$ cat config.mk
export PLATFORM = sky130hd
export DESIGN_NAME = snake_head_stepper
export DESIGN_NICKNAME = d
export VERILOG_FILES = /design/src/rtl/snake_pkg.sv /design/src/rtl/move_tick_gen.sv /design/src/rtl/snake_head_stepper.sv
export SDC_FILE = /design/constraint.sdc
export NUM_CORES = 1
export LEC_CHECK = 0
export ABC_AREA = 1
export CAP_MARGIN = 25
export CORE_MARGIN = 4
export CORE_UTILIZATION = 46
export DETAILED_ROUTE_END_ITERATION = 8
export PLACE_DENSITY = 0.65
export SYNTH_ARGS = -nofsm -noshare
export SYNTH_HDL_FRONTEND = slang
export SYNTH_SLANG_ARGS = --single-unit
$ cat constraint.sdc
create_clock -name clk -period 3.79 [get_ports clk]
set_input_delay 1.137 -clock clk [delete_from_list [all_inputs] [get_ports clk]]
set_output_delay 1.137 -clock clk [all_outputs]
set_load 0.02 [all_outputs]
$ cat src/rtl/snake_pkg.sv
// Shared direction encoding and helpers for the snake head datapath.
// Build option: define SNAKE_WALL_WRAP_EN to wrap at the grid edge.
package snake_pkg;

    localparam logic [3:0] DIR_NONE  = 4'b0000;
    localparam logic [3:0] DIR_LEFT  = 4'b0001;
    localparam logic [3:0] DIR_RIGHT = 4'b0010;
    localparam logic [3:0] DIR_UP    = 4'b0100;
    localparam logic [3:0] DIR_DOWN  = 4'b1000;

`ifdef SNAKE_WALL_WRAP_EN
    localparam bit WALL_WRAP = 1'b1;
`else
    localparam bit WALL_WRAP = 1'b0;
`endif

    function automatic logic [3:0] dir_opposite(input logic [3:0] dir);
        logic [3:0] opp;
        case (dir)
            DIR_LEFT:  opp = DIR_RIGHT;
            DIR_RIGHT: opp = DIR_LEFT;
            DIR_UP:    opp = DIR_DOWN;
            DIR_DOWN:  opp = DIR_UP;
            default:   opp = DIR_NONE;
        endcase
        return opp;
    endfunction

    function automatic logic is_onehot(input logic [3:0] dir);
        return (dir != 4'd0) && ((dir & (dir - 4'd1)) == 4'd0);
    endfunction

endpackage

$ cat src/rtl/move_tick_gen.sv
// Move-tick divider: one-cycle tick every MOVE_PERIOD running cycles.
// The count holds (not clears) while run is low.
module move_tick_gen #(
    parameter int MOVE_PERIOD = 5_000_000
) (
    input  logic clk,
    input  logic reset_n,
    input  logic run,
    output logic tick
);

    localparam int CW = $clog2(MOVE_PERIOD);
    localparam logic [CW-1:0] LAST = CW'(MOVE_PERIOD - 1);

    logic [CW-1:0] r_cnt;
    logic          w_last;

    assign w_last = (r_cnt == LAST);
    assign tick   = run & w_last;

    always_ff @(posedge clk or negedge reset_n) begin
        if (!reset_n) begin
            r_cnt <= '0;
        end else if (run) begin
            r_cnt <= w_last ? '0 : r_cnt + CW'(1);
        end
    end

endmodule

$ cat src/rtl/snake_head_stepper.sv
// Snake head stepper: latches a legal direction, moves one cell per tick.
// Wall hits latch collide unless SNAKE_WALL_WRAP_EN is defined (then wrap).
module snake_head_stepper
    import snake_pkg::*;
#(
    parameter int MOVE_PERIOD = 5_000_000,
    parameter int GRID_W      = 32,
    parameter int GRID_H      = 24,
    parameter int START_X     = 16,
    parameter int START_Y     = 12
) (
    input  logic                      clk,
    input  logic                      reset_n,
    input  logic                      enable,
    input  logic [3:0]                direction,
    output logic [$clog2(GRID_W)-1:0] head_x,
    output logic [$clog2(GRID_H)-1:0] head_y,
    output logic [3:0]                cur_dir,
    output logic                      step,
    output logic                      collide
);

    localparam int XW = $clog2(GRID_W);
    localparam int YW = $clog2(GRID_H);
    localparam logic [XW-1:0] X_MAX = XW'(GRID_W - 1);
    localparam logic [YW-1:0] Y_MAX = YW'(GRID_H - 1);

    logic [3:0]    r_pending;
    logic [3:0]    r_cur_dir;
    logic [XW-1:0] r_x;
    logic [YW-1:0] r_y;
    logic          r_step;
    logic          r_collide;

    logic [XW-1:0] w_nx;
    logic [YW-1:0] w_ny;
    logic          w_wall;
    logic          w_tick;
    logic          w_accept;

    move_tick_gen #(
        .MOVE_PERIOD (MOVE_PERIOD)
    ) u_tick (
        .clk     (clk),
        .reset_n (reset_n),
        .run     (enable & ~r_collide),
        .tick    (w_tick)
    );

    assign w_accept = is_onehot(direction)
                    && (direction != dir_opposite(r_cur_dir));

    // Next cell already carries the wrapped coordinate at an edge
    always_comb begin
        w_nx   = r_x;
        w_ny   = r_y;
        w_wall = 1'b0;
        unique case (1'b1)
            r_pending[0]: begin
                w_wall = (r_x == '0);
                w_nx   = w_wall ? X_MAX : r_x - XW'(1);
            end
            r_pending[1]: begin
                w_wall = (r_x == X_MAX);
                w_nx   = w_wall ? '0 : r_x + XW'(1);
            end
            r_pending[2]: begin
                w_wall = (r_y == '0);
                w_ny   = w_wall ? Y_MAX : r_y - YW'(1);
            end
            r_pending[3]: begin
                w_wall = (r_y == Y_MAX);
                w_ny   = w_wall ? '0 : r_y + YW'(1);
            end
            default: ;
        endcase
    end

    always_ff @(posedge clk or negedge reset_n) begin
        if (!reset_n) begin
            r_pending <= DIR_NONE;
            r_cur_dir <= DIR_NONE;
            r_x       <= XW'(START_X);
            r_y       <= YW'(START_Y);
            r_step    <= 1'b0;
            r_collide <= 1'b0;
        end else begin
            r_step <= 1'b0;
            if (w_accept) begin
                r_pending <= direction;
            end
            if (w_tick) begin
                r_cur_dir <= r_pending;
                if (r_pending != DIR_NONE) begin
                    if (w_wall && !WALL_WRAP) begin
                        r_collide <= 1'b1;
                    end else begin
                        r_x    <= w_nx;
                        r_y    <= w_ny;
                        r_step <= 1'b1;
                    end
                end
            end
        end
    end

    assign head_x  = r_x;
    assign head_y  = r_y;
    assign cur_dir = r_cur_dir;
    assign step    = r_step;
    assign collide = r_collide;

endmodule
# Yosys cells after proc, flatten, opt, wreduce, memory -nomap -nowiden

Cells that the tools add are included.

$add $sub $neg: 6
Equality and inequality tests: 8
Multiplexer cells: 12
Bitwise operators: 5
Reduce and logical (&&, ||, !) cells: 12

Operators with widths:

| cell                    | number |
|---|---|
| $add A23 B1 Y23 const B | 1 |
| $eq A23 B23 Y1 const B  | 1 |
| $mux W23                | 1 |
| $mux W5                 | 4 |
| $pmux W5 S2             | 2 |
| $pmux W4 S4             | 1 |
| $add A5 B1 Y5 const B   | 2 |
| $eq A5 B5 Y1 const B    | 2 |
| $logic_not A5 Y1        | 2 |
| $sub A5 B1 Y5 const B   | 2 |
| $reduce_and A4 Y1       | 2 |
| $reduce_bool A4 Y1      | 2 |
| $and A4 B4 Y4           | 1 |
| $eq A4 B1 Y1 const B    | 1 |
| $eq A4 B2 Y1 const B    | 1 |
| $eq A4 B3 Y1 const B    | 1 |
| $eq A4 B4 Y1 const B    | 1 |
| $logic_not A4 Y1        | 1 |
| $ne A4 B4 Y1            | 1 |
| $pmux W1 S4             | 1 |
| $reduce_bool A2 Y1      | 2 |
| $sub A4 B1 Y4 const B   | 1 |
| $mux W1                 | 3 |
| $reduce_and A3 Y1       | 1 |
| other kinds (3)         | 6 |

Bits in registers: 43
Input port bits: 7
Output and inout bits: 16
Word-level logic and storage cells: 50

# Depth between registers and ports, before layout

Gate-level depths: netlist of run 1.

Depth after elaboration: 5
Mapped depth: 11
Gate-level depth less buffers: 11

# By module

Synthesis of run 1 repeated with hierarchy kept, for this count alone.

Cells, all modules: 426
Area, all modules: 2942.8 um^2

By module, submodules not included:

| module             | instances | cells an instance | area an instance (um^2) | sequential area each (um^2) |
|---|---|---|---|---|
| move_tick_gen      | 1         | 228               | 1511.4                  | 575.6 |
| snake_head_stepper | 1         | 198               | 1431.4                  | 504.2 |

# Worst setup path after synthesis of run 1

OpenSTA, ideal clock, no wires.

Path type: in2reg
Start: input port enable
End: register u_tick.r_cnt[20]
Arrival time: 1.951 ns
Data required time: 3.677 ns
Setup slack: 1.726 ns
Cell stages on the path: 8
Cell sequence: nand2_2 > inv_1 > buf_6 > nand2_1 > nor3_1 > nand3_1 > nand2_1 > inv_1

Longest elaborated chain between the ends: 1

Ends and longest elaborated chain:

| element              | line                     | text |
|---|---|---|
| from (decl)          | snake_head_stepper.sv:14 | `input logic enable,` |
| $and A1 B1 Y1        | snake_head_stepper.sv:46 | `.run (enable & ~r_collide),` |
| to (signal assigned) | move_tick_gen.sv:25      | `r_cnt <= w_last ? '0 : r_cnt + CW'(1);` |
| to (decl)            | move_tick_gen.sv:15      | `logic [CW-1:0] r_cnt;` |

No other way between the ends.
A chain may end at the register's enable or synchronous reset.

# Worst setup path after layout of run 1

Start: register r_y[2], in the netlist head_y[2]
End: output port head_y[2]

RTL lines:

| element                | line                     | text |
|---|---|---|
| from (decl)            | snake_head_stepper.sv:31 | `logic [YW-1:0] r_y;` |
| from (signal assigned) | snake_head_stepper.sv:84 | `r_y <= YW'(START_Y);` |
| from (signal assigned) | snake_head_stepper.sv:99 | `r_y <= w_ny;` |
| to (decl)              | snake_head_stepper.sv:17 | `output logic [$clog2(GRID_H)-1:0] head_y,` |

No word-level cell between the ends.

==> results of run 1 <==
-- per-stage QoR --
stage / instances / hold slack [ps] / setup slack, ps / area, µm² / utilization
2_1_floorplan: 414 / 463 / 1730 / 2940 / -
3_3_place_gp: 507 / 497 / 1040 / 3220 / 0.532
3_5_place_dp: 507 / 503 / 971 / 3220 / 0.532
4_1_cts: 515 / 522 / 1090 / 3320 / 0.548
5_1_grt: 516 / 534 / 1070 / 3340 / 0.551
6_report: 516 / 509 / 1100 / 3340 / 0.551
-- cells by family after synthesis --
group / after synthesis / synth area share
buf+inv: 65 / 0.0865
compound gates: 31 / 0.0639
simple gates: 259 / 0.427
xor+xnor: 10 / 0.0298
fa+ha+maj: 6 / 0.0256
flops: 43 / 0.368
-- worst register-to-register path, delay by kind of cell (launching register included) --
family	cells	cell delay, ps
AND/OR/NAND/NOR	8	790
flip-flops	1	450
adder cells (fa/ha/maj)	2	430
buffers and inverters	1	110
-- per-layer routing --
metal  vias up  global-route usage  part of all wire
met3        12              0.0357             0.040
met2        62               0.316              0.46
met4         0              0.0516             0.018
met5         -                   0                 0
met1      1231               0.247              0.48
li1       1375                   -                 -
-- worst min path at each step --
stage,from,endpoint,cells after the start
floorplan,u_tick.r_cnt[15],u_tick.r_cnt[15],1
global placement,u_tick.r_cnt[4],u_tick.r_cnt[4],1
detailed placement,collide,collide,2
CTS,u_tick.r_cnt[4],u_tick.r_cnt[4],1
global route,u_tick.r_cnt[4],u_tick.r_cnt[4],1
finish,u_tick.r_cnt[15],u_tick.r_cnt[15],1
-- cells in the mapped netlist --
cell type | n | area [µm²]
nand2_1 | 107 | 402
inv_1 | 53 | 199
nor2_1 | 51 | 191
nand3_1 | 47 | 235
dfrtp_1 | 40 | 1000
nand4_1 | 15 | 93.8
o21ai_0 | 12 | 60.1
o21bai_1 | 10 | 75.1
nor3_1 | 8 | 40.0
inv_2 | 7 | 26.3
ha_1 | 6 | 75.1
nand2_2 | 6 | 37.5
nor2_2 | 6 | 37.5
xor2_1 | 6 | 52.6
a21oi_1 | 4 | 20.0
nor2_4 | 4 | 45.0
xnor2_1 | 4 | 35.0
dfstp_2 | 3 | 78.8
nand2_4 | 3 | 33.8
or2_2 | 3 | 18.8
clkbuf_1 | 2 | 7.51
nand3_2 | 2 | 20.0
nor2_8 | 2 | 40.0
nor4_1 | 2 | 12.5
o22ai_1 | 2 | 12.5
a21boi_0 | 1 | 7.51
a22oi_1 | 1 | 7.51
buf_2 | 1 | 5.00
buf_6 | 1 | 11.3
clkinv_2 | 1 | 5.00
nand3_4 | 1 | 17.5
nand4_4 | 1 | 21.3
nor2b_1 | 1 | 6.26
o21ai_1 | 1 | 5.00
-- sequential cells by signal (all words and copies together), names as in the netlist --
name          cells
collide           1
step              1
head_x            5
head_y            5
u_tick.r_cnt     23
r_pending         4
cur_dir           4
-- final cells by class --
| type | count | area, µm² | share of cell area |
|---|---|---|---|
| inverter | 61 | 230 | 0.0689 |
| sequential | 43 | 1080 | 0.323 |
| tap | 75 | 93.8 | 0.0281 |
| multi-input combinational | 306 | 1600 | 0.480 |
| clock buffer | 8 | 100 | 0.0300 |
| timing repair buffer | 23 | 235 | 0.0704 |
-- report_power, final --
part | switching, µW | internal [µW]
combinational | 67.7 | 31.1
sequential | 14.0 | 466
clock | 157 | 167
total | 239 | 663
==> impl_metrics.toml, run 1 <==
[status]
outcome = "complete, no violations"

[sta]
clock_skew_ps = 10.7
fmax_mhz = 372
slew_headroom = 0.696
timing.final.crit_share = 0.708
drv_slew = 0
finalHoldViolations = 0
setup_viol = 0
layout_min_cycle_time_ps = 2690
tns_ps = 0
rsz0062_at_grt = "no"
worst_pin_slew_ps = 452

[layout]
mostFrequentLayoutCells = "nand2_1, inv_1, nor2_1"
layout-drive-gt1-share = 0.109
fin_nets = 453
layout_commonest_cell = "nand2_1"
n_antenna_cell = 0
num-fill-cells = 631
area_delta_synth_final_pct = 13.8

[clock_tree]
cts_root_buf = "clkbuf_8"
cts_buffers = 5
clk_pin_slew_ps = 80
cts_tree = "done"
clk_latency_ps = 300
cts_resized = 0
cts-htree-levels = 2
cts-hold-fix-buffers = 0
cts.sinks = 43
post_cts_buffers = 0
cts_buffer_depth = 2

[worst_setup_path]
crit_start = "head_y[2]"
critPathKind = "reg2out"
cp_top_family = "buffers and inverters"
arrival_ps = 1550
crit-reg2reg-launch = "head_x[0]"
path_buf_inv = 1
max_stage_delay_ps = 630
worst-path-stages = 1
reg2reg_depth = 11
start_kind = "flip-flop"
cp_max_fo = 9
worst_setup_path_end_kind = "output port"
worstSetupEndpoint = "head_y[2]"
r2r_end = "head_x[3]"
cp_cell_sequence = "clkdlybuf4s50_1"
required_ps = 2650
cp_slowest_cell = "clkdlybuf4s50_1"
regToRegSetupSlack_ps = 1950

[routing]
vias = 2680
drt_iter0_drc = 146
drt_first_pass_iters = 4
drtAntennaViolNets = 0
remaining_drc_errors = 0
post_drt_wl_per_cell_um = 12.9
wl_um = 6670
via_per_inst = 5.19

[logic_synthesis]
yosysSeqAreaShare = 0.368
syn_nets = 427
yosys_warnings = 0
synth-seq-cells = 43
synth_cell_types = 34
syn-instance-count = 414
netlist_area_um2 = 2940
syn_area_per_cell_um2 = 7.09

[floorplanning]
die-area_um2 = 7730
core.rowCount = 28
floorplan.initialDensity = 0.485
die_y_um = 87.9
coreArea_um2 = 6060
dieWidth_um = 87.9
ios = 23

[global_routing]
grt_pass1_vias = 2572
grt-ovfl-total = 0
antenna_found_initial = 0
grt_pass1_wl_um = 11700
grt_max_degree = 44
grt_usage = 0.188

[placed_design]
placement.io_buffers = 22
dp_hpwl_um = 5100
gp_congestion = 0.907

[hold_path]
hp-class = "reg2reg"

[power]
vdd_drop_max_v = 0.000150
total_power_uw = 902
power_density_nw_per_um2 = 270
power.leakage_uw = 0.00174

[run]
cap_violations = 0
Note: power is estimated with default switching activity, not from simulation.
==> run 2, diff against run 1 <==
--- a/config.mk
+++ b/config.mk
@@ -10,7 +10,7 @@
 export CORE_MARGIN = 4
 export CORE_UTILIZATION = 46
 export DETAILED_ROUTE_END_ITERATION = 8
-export PLACE_DENSITY = 0.65
+export PLACE_DENSITY = 0.68
 export SYNTH_ARGS = -nofsm -noshare
 export SYNTH_HDL_FRONTEND = slang
 export SYNTH_SLANG_ARGS = --single-unit
==> constraint.sdc (replaced) <==
create_clock -name clk -period 2.3 [get_ports clk]
set_input_delay 0.69 -clock clk [delete_from_list [all_inputs] [get_ports clk]]
set_output_delay 0.69 -clock clk [all_outputs]
set_load 0.02 [all_outputs]
==> impl_metrics.toml, run 2 (synthesis gave the netlist of run 1 again) <==
[floorplanning]
core.rowCount = 28
floorplan.initialDensity = 0.485
die-area_um2 = 7730
die_y_um = 87.9
coreArea_um2 = 6060
ios = 23
dieWidth_um = 87.9

[worst_setup_path]
required_ps = 1610
cp_slowest_cell = "clkdlybuf4s50_1"
worst_setup_path_end_kind = "output port"
path_buf_inv = 1
cp_cell_sequence = "clkdlybuf4s50_1"
cp_top_family = "buffers and inverters"
cp_max_fo = 9
arrival_ps = 1540
start_kind = "flip-flop"
critPathKind = "reg2out"
max_stage_delay_ps = 630

[placed_design]
placedCellCount = 509
post-place-ws_ps = 34.4
placement.io_buffers = 22
dp_hpwl_um = 5010
gp_congestion = 0.846
dpl-instance-area_um2 = 3250

[routing]
wl_um = 6640
post_drt_wl_per_cell_um = 12.8
drt_first_pass_iters = 5
via_per_inst = 5.30
drtAntennaViolNets = 0
remaining_drc_errors = 0
drt_iter0_drc = 196
vias = 2739

[power]
internal_power_uw = 1170
p_switching_uw = 399
power.leakage_uw = 0.00176
power_density_nw_per_um2 = 466
clkPwrFrac = 0.393
combPwrFrac = 0.103
total_power_uw = 1570
pwr-share-seq = 0.504
vdd_drop_max_v = 0.000316
sw_frac_of_total = 0.254

[layout]
stdcell_count = 517
fin_area_um2 = 3370
multi_input_area_um2 = 1600
regMostFlops = "u_tick.r_cnt"
fin_nets = 454
num-fill-cells = 577
regArea_um2 = 1080
area_delta_synth_final_pct = 14.7
mostFrequentLayoutCells = "nand2_1, inv_1, nor2_1"
largest_register_ff_count = 23
n_antenna_cell = 0
layout_commonest_cell = "nand2_1"
layout-drive-gt1-share = 0.113

[clock_tree]
cts_tree = "done"
cts_root_buf = "clkbuf_8"
cts.sinks = 43
post_cts_buffers = 0
cts-htree-levels = 2
clk_latency_ps = 300
cts-hold-fix-buffers = 0
cts_resized = 0
cts_buffer_depth = 2
cts_buffers = 5
clk_pin_slew_ps = 90

[sta]
worst_pin_slew_ps = 432
tns_ps = 0
layout_min_cycle_time_ps = 2230
slew_headroom = 0.709
timing.final.crit_share = 0.970
clock_skew_ps = 9.59
drv_slew = 0
setup_slack_ps = 69.5
rsz0062_at_grt = "no"
setup_viol = 0
fmax_mhz = 448
finalHoldViolations = 0

[global_routing]
grt_pass1_wl_um = 11600
antenna_found_initial = 0
grt_usage = 0.188
grt_max_degree = 44
grt-ovfl-total = 0
grt_pass1_vias = 2587

[run]
cap_violations = 0

[status]
outcome = "complete, no violations"

[hold_path]
hp-class = "in2async"
## run 2: cell count changes in the layout (fill, tap and decap cells not counted), sizes merged
cell / before / now
buf: 2 / 3
bufinv: 0 / 1
clkbuf: 8 / 6
clkinv: 1 / 2
## run 2: through the flow
stage / utilization / hold slack, ps
after detailed placement: 0.536 / 504
after global routing: 0.556 / 376
final: 0.556 / 350
after floorplan: - / 394
after global placement: 0.536 / 491
after CTS: 0.556 / 361
## run 2: final cells by class
cell class | instances | share of cell area
Multi-Input combinational cell | 306 | 0.476
Sequential cell | 43 | 0.321
Timing Repair Buffer | 24 | 0.0721
Inverter | 61 | 0.0684
Tap cell | 75 | 0.0279
Clock buffer | 6 | 0.0245
Clock inverter | 2 | 0.0104
## run 2: path summary, 6_finish.rpt
kind	startpoint	to	slack, ps	depth (start not counted)
setup / recovery	head_y[2]	head_y[2]	70	1
hold / removal	reset_n	u_tick.r_cnt[10]	350	2
min in group clk	u_tick.r_cnt[15]	u_tick.r_cnt[15]	510	1
hold reg to reg	u_tick.r_cnt[15]	u_tick.r_cnt[15]	510	1
setup reg to reg	head_x[0]	head_x[3]	470	10
max in group asynchronous	reset_n	head_x[4]	1670	2
## run 2: per-layer routing
metal	global-route usage	share of wire	vias up
met2	0.303	0.46	78
met5	0	0	-
met3	0.0226	0.044	9
li1	-	-	1373
met1	0.265	0.48	1279
met4	0.0502	0.0092	0
## run 2: power groups by stage
stage	Sequential (µW)	Combinational, µW	Clock (µW)
final	791	161	617
after global routing	794	183	660
after CTS	792	163	632
after detailed placement	806	162	0
after global placement	807	160	0
after floorplan	788	120	0
==> run 3, diff against run 2 <==
--- a/config.mk
+++ b/config.mk
@@ -8,9 +8,8 @@
 export ABC_AREA = 1
 export CAP_MARGIN = 25
 export CORE_MARGIN = 4
-export CORE_UTILIZATION = 46
+export CORE_UTILIZATION = 35
 export DETAILED_ROUTE_END_ITERATION = 8
-export PLACE_DENSITY = 0.68
 export SYNTH_ARGS = -nofsm -noshare
 export SYNTH_HDL_FRONTEND = slang
 export SYNTH_SLANG_ARGS = --single-unit
==> impl_metrics.toml, run 3 (synthesis gave the netlist of run 1 again) <==
[routing]
drt_iter0_drc = 134
drtAntennaViolNets = 0
remaining_drc_errors = 0
post_drt_wl_per_cell_um = 12.6
vias = 2687
wl_um = 6910
drt_first_pass_iters = 7
via_per_inst = 4.90

[worst_setup_path]
crit-reg2reg-launch = "head_x[0]"
required_ps = 1610
worst_setup_path_end_kind = "output port"
path_buf_inv = 1
reg2reg_depth = 10
max_stage_delay_ps = 630
cp_cell_sequence = "clkdlybuf4s50_1"
regToRegSetupSlack_ps = 440
arrival_ps = 1550
r2r_end = "head_x[2]"
cp_top_family = "buffers and inverters"
start_kind = "flip-flop"
crit_start = "head_y[2]"
cp_max_fo = 9
cp_slowest_cell = "clkdlybuf4s50_1"
critPathKind = "reg2out"

[placed_design]
gp_congestion = 0.896
placement.io_buffers = 22
dp_hpwl_um = 5410

[layout]
mostFrequentLayoutCells = "nand2_1, inv_1, nor2_1"
largest_register_ff_count = 23
area_delta_synth_final_pct = 16.7
layout-drive-gt1-share = 0.115
layout_commonest_cell = "nand2_1"
finalCoreUtilization = 0.419
num-fill-cells = 847
n_antenna_cell = 0
fin_nets = 455
regMostFlops = "u_tick.r_cnt"

[clock_tree]
cts_root_buf = "clkbuf_8"
clk_latency_ps = 300
cts_buffers = 5
cts-htree-levels = 2
post_cts_buffers = 0
cts_resized = 0
cts-hold-fix-buffers = 0
clk_pin_slew_ps = 100
cts_tree = "done"
cts_buffer_depth = 2
cts.sinks = 43

[power]
vdd_drop_max_v = 0.000234
total_power_uw = 1590
power.leakage_uw = 0.00176
power_density_nw_per_um2 = 464

[sta]
finalHoldViolations = 0
worst_pin_slew_ps = 515
rsz0062_at_grt = "no"
setup_viol = 0
drv_slew = 0
slew_headroom = 0.656
fmax_mhz = 446
clock_skew_ps = 14.8
tns_ps = 0
timing.final.crit_share = 0.974
layout_min_cycle_time_ps = 2240

[floorplanning]
ios = 23
dieWidth_um = 99.6
core.rowCount = 33
die_y_um = 99.6
floorplan.initialDensity = 0.359
coreArea_um2 = 8180
die-area_um2 = 9920

[global_routing]
grt-ovfl-total = 0
grt_pass1_vias = 2691
grt_pass1_wl_um = 12400
grt_max_degree = 23
grt_usage = 0.150
antenna_found_initial = 0

[status]
outcome = "complete, no violations"

[hold_path]
hp-class = "in2async"

[run]
cap_violations = 0
run 3: cell types whose count changed in the layout (fill, tap and decap cells not counted), sizes merged:
cell / delta
buf: +1
clkinv: -1
inv: +1
run 3: stage by stage:
step           cell area [µm²]  instances  hold slack [ps]  setup slack [ps]
2_1_floorplan             2940        414              394               581
3_3_place_gp              3310        540              479              77.8
3_5_place_dp              3310        540              493              65.9
4_1_cts                   3430        548              371              42.4
5_1_grt                   3430        548              389              2.19
6_report                  3430        548              354              58.9
run 3: final cells by class:
cell class / instances / area, µm² / share of cell area
multi-input combinational: 306 / 1600 / 0.468
sequential: 43 / 1080 / 0.315
timing repair buffer: 25 / 263 / 0.0766
inverter: 61 / 230 / 0.0672
tap: 105 / 131 / 0.0383
clock buffer: 6 / 82.6 / 0.0241
clock inverter: 2 / 38.8 / 0.0113
run 3: worst max path at each step:
stage,end,slack [ps],cells past startpoint
floorplan,head_x[0],580,10
global placement,head_x[2],80,8
detailed placement,head_y[1],70,7
CTS,head_y[2],40,1
global route,head_y[2],2,1
finish,head_y[2],60,1
run 3: power by group:
part	switching (µW)	internal, µW
logic	112	51.1
registers	23.9	767
clock network	280	358
total	416	1180
run 3: metal layers:
layer / routed length [µm] / global-route usage / vias to the layer above
li1: - / - / 1384
met2: 3500 / 0.260 / 38
met4: 19 / 0.0305 / 0
met5: 0 / 0 / -
met1: 3220 / 0.197 / 1263
met3: 173 / 0.0245 / 2
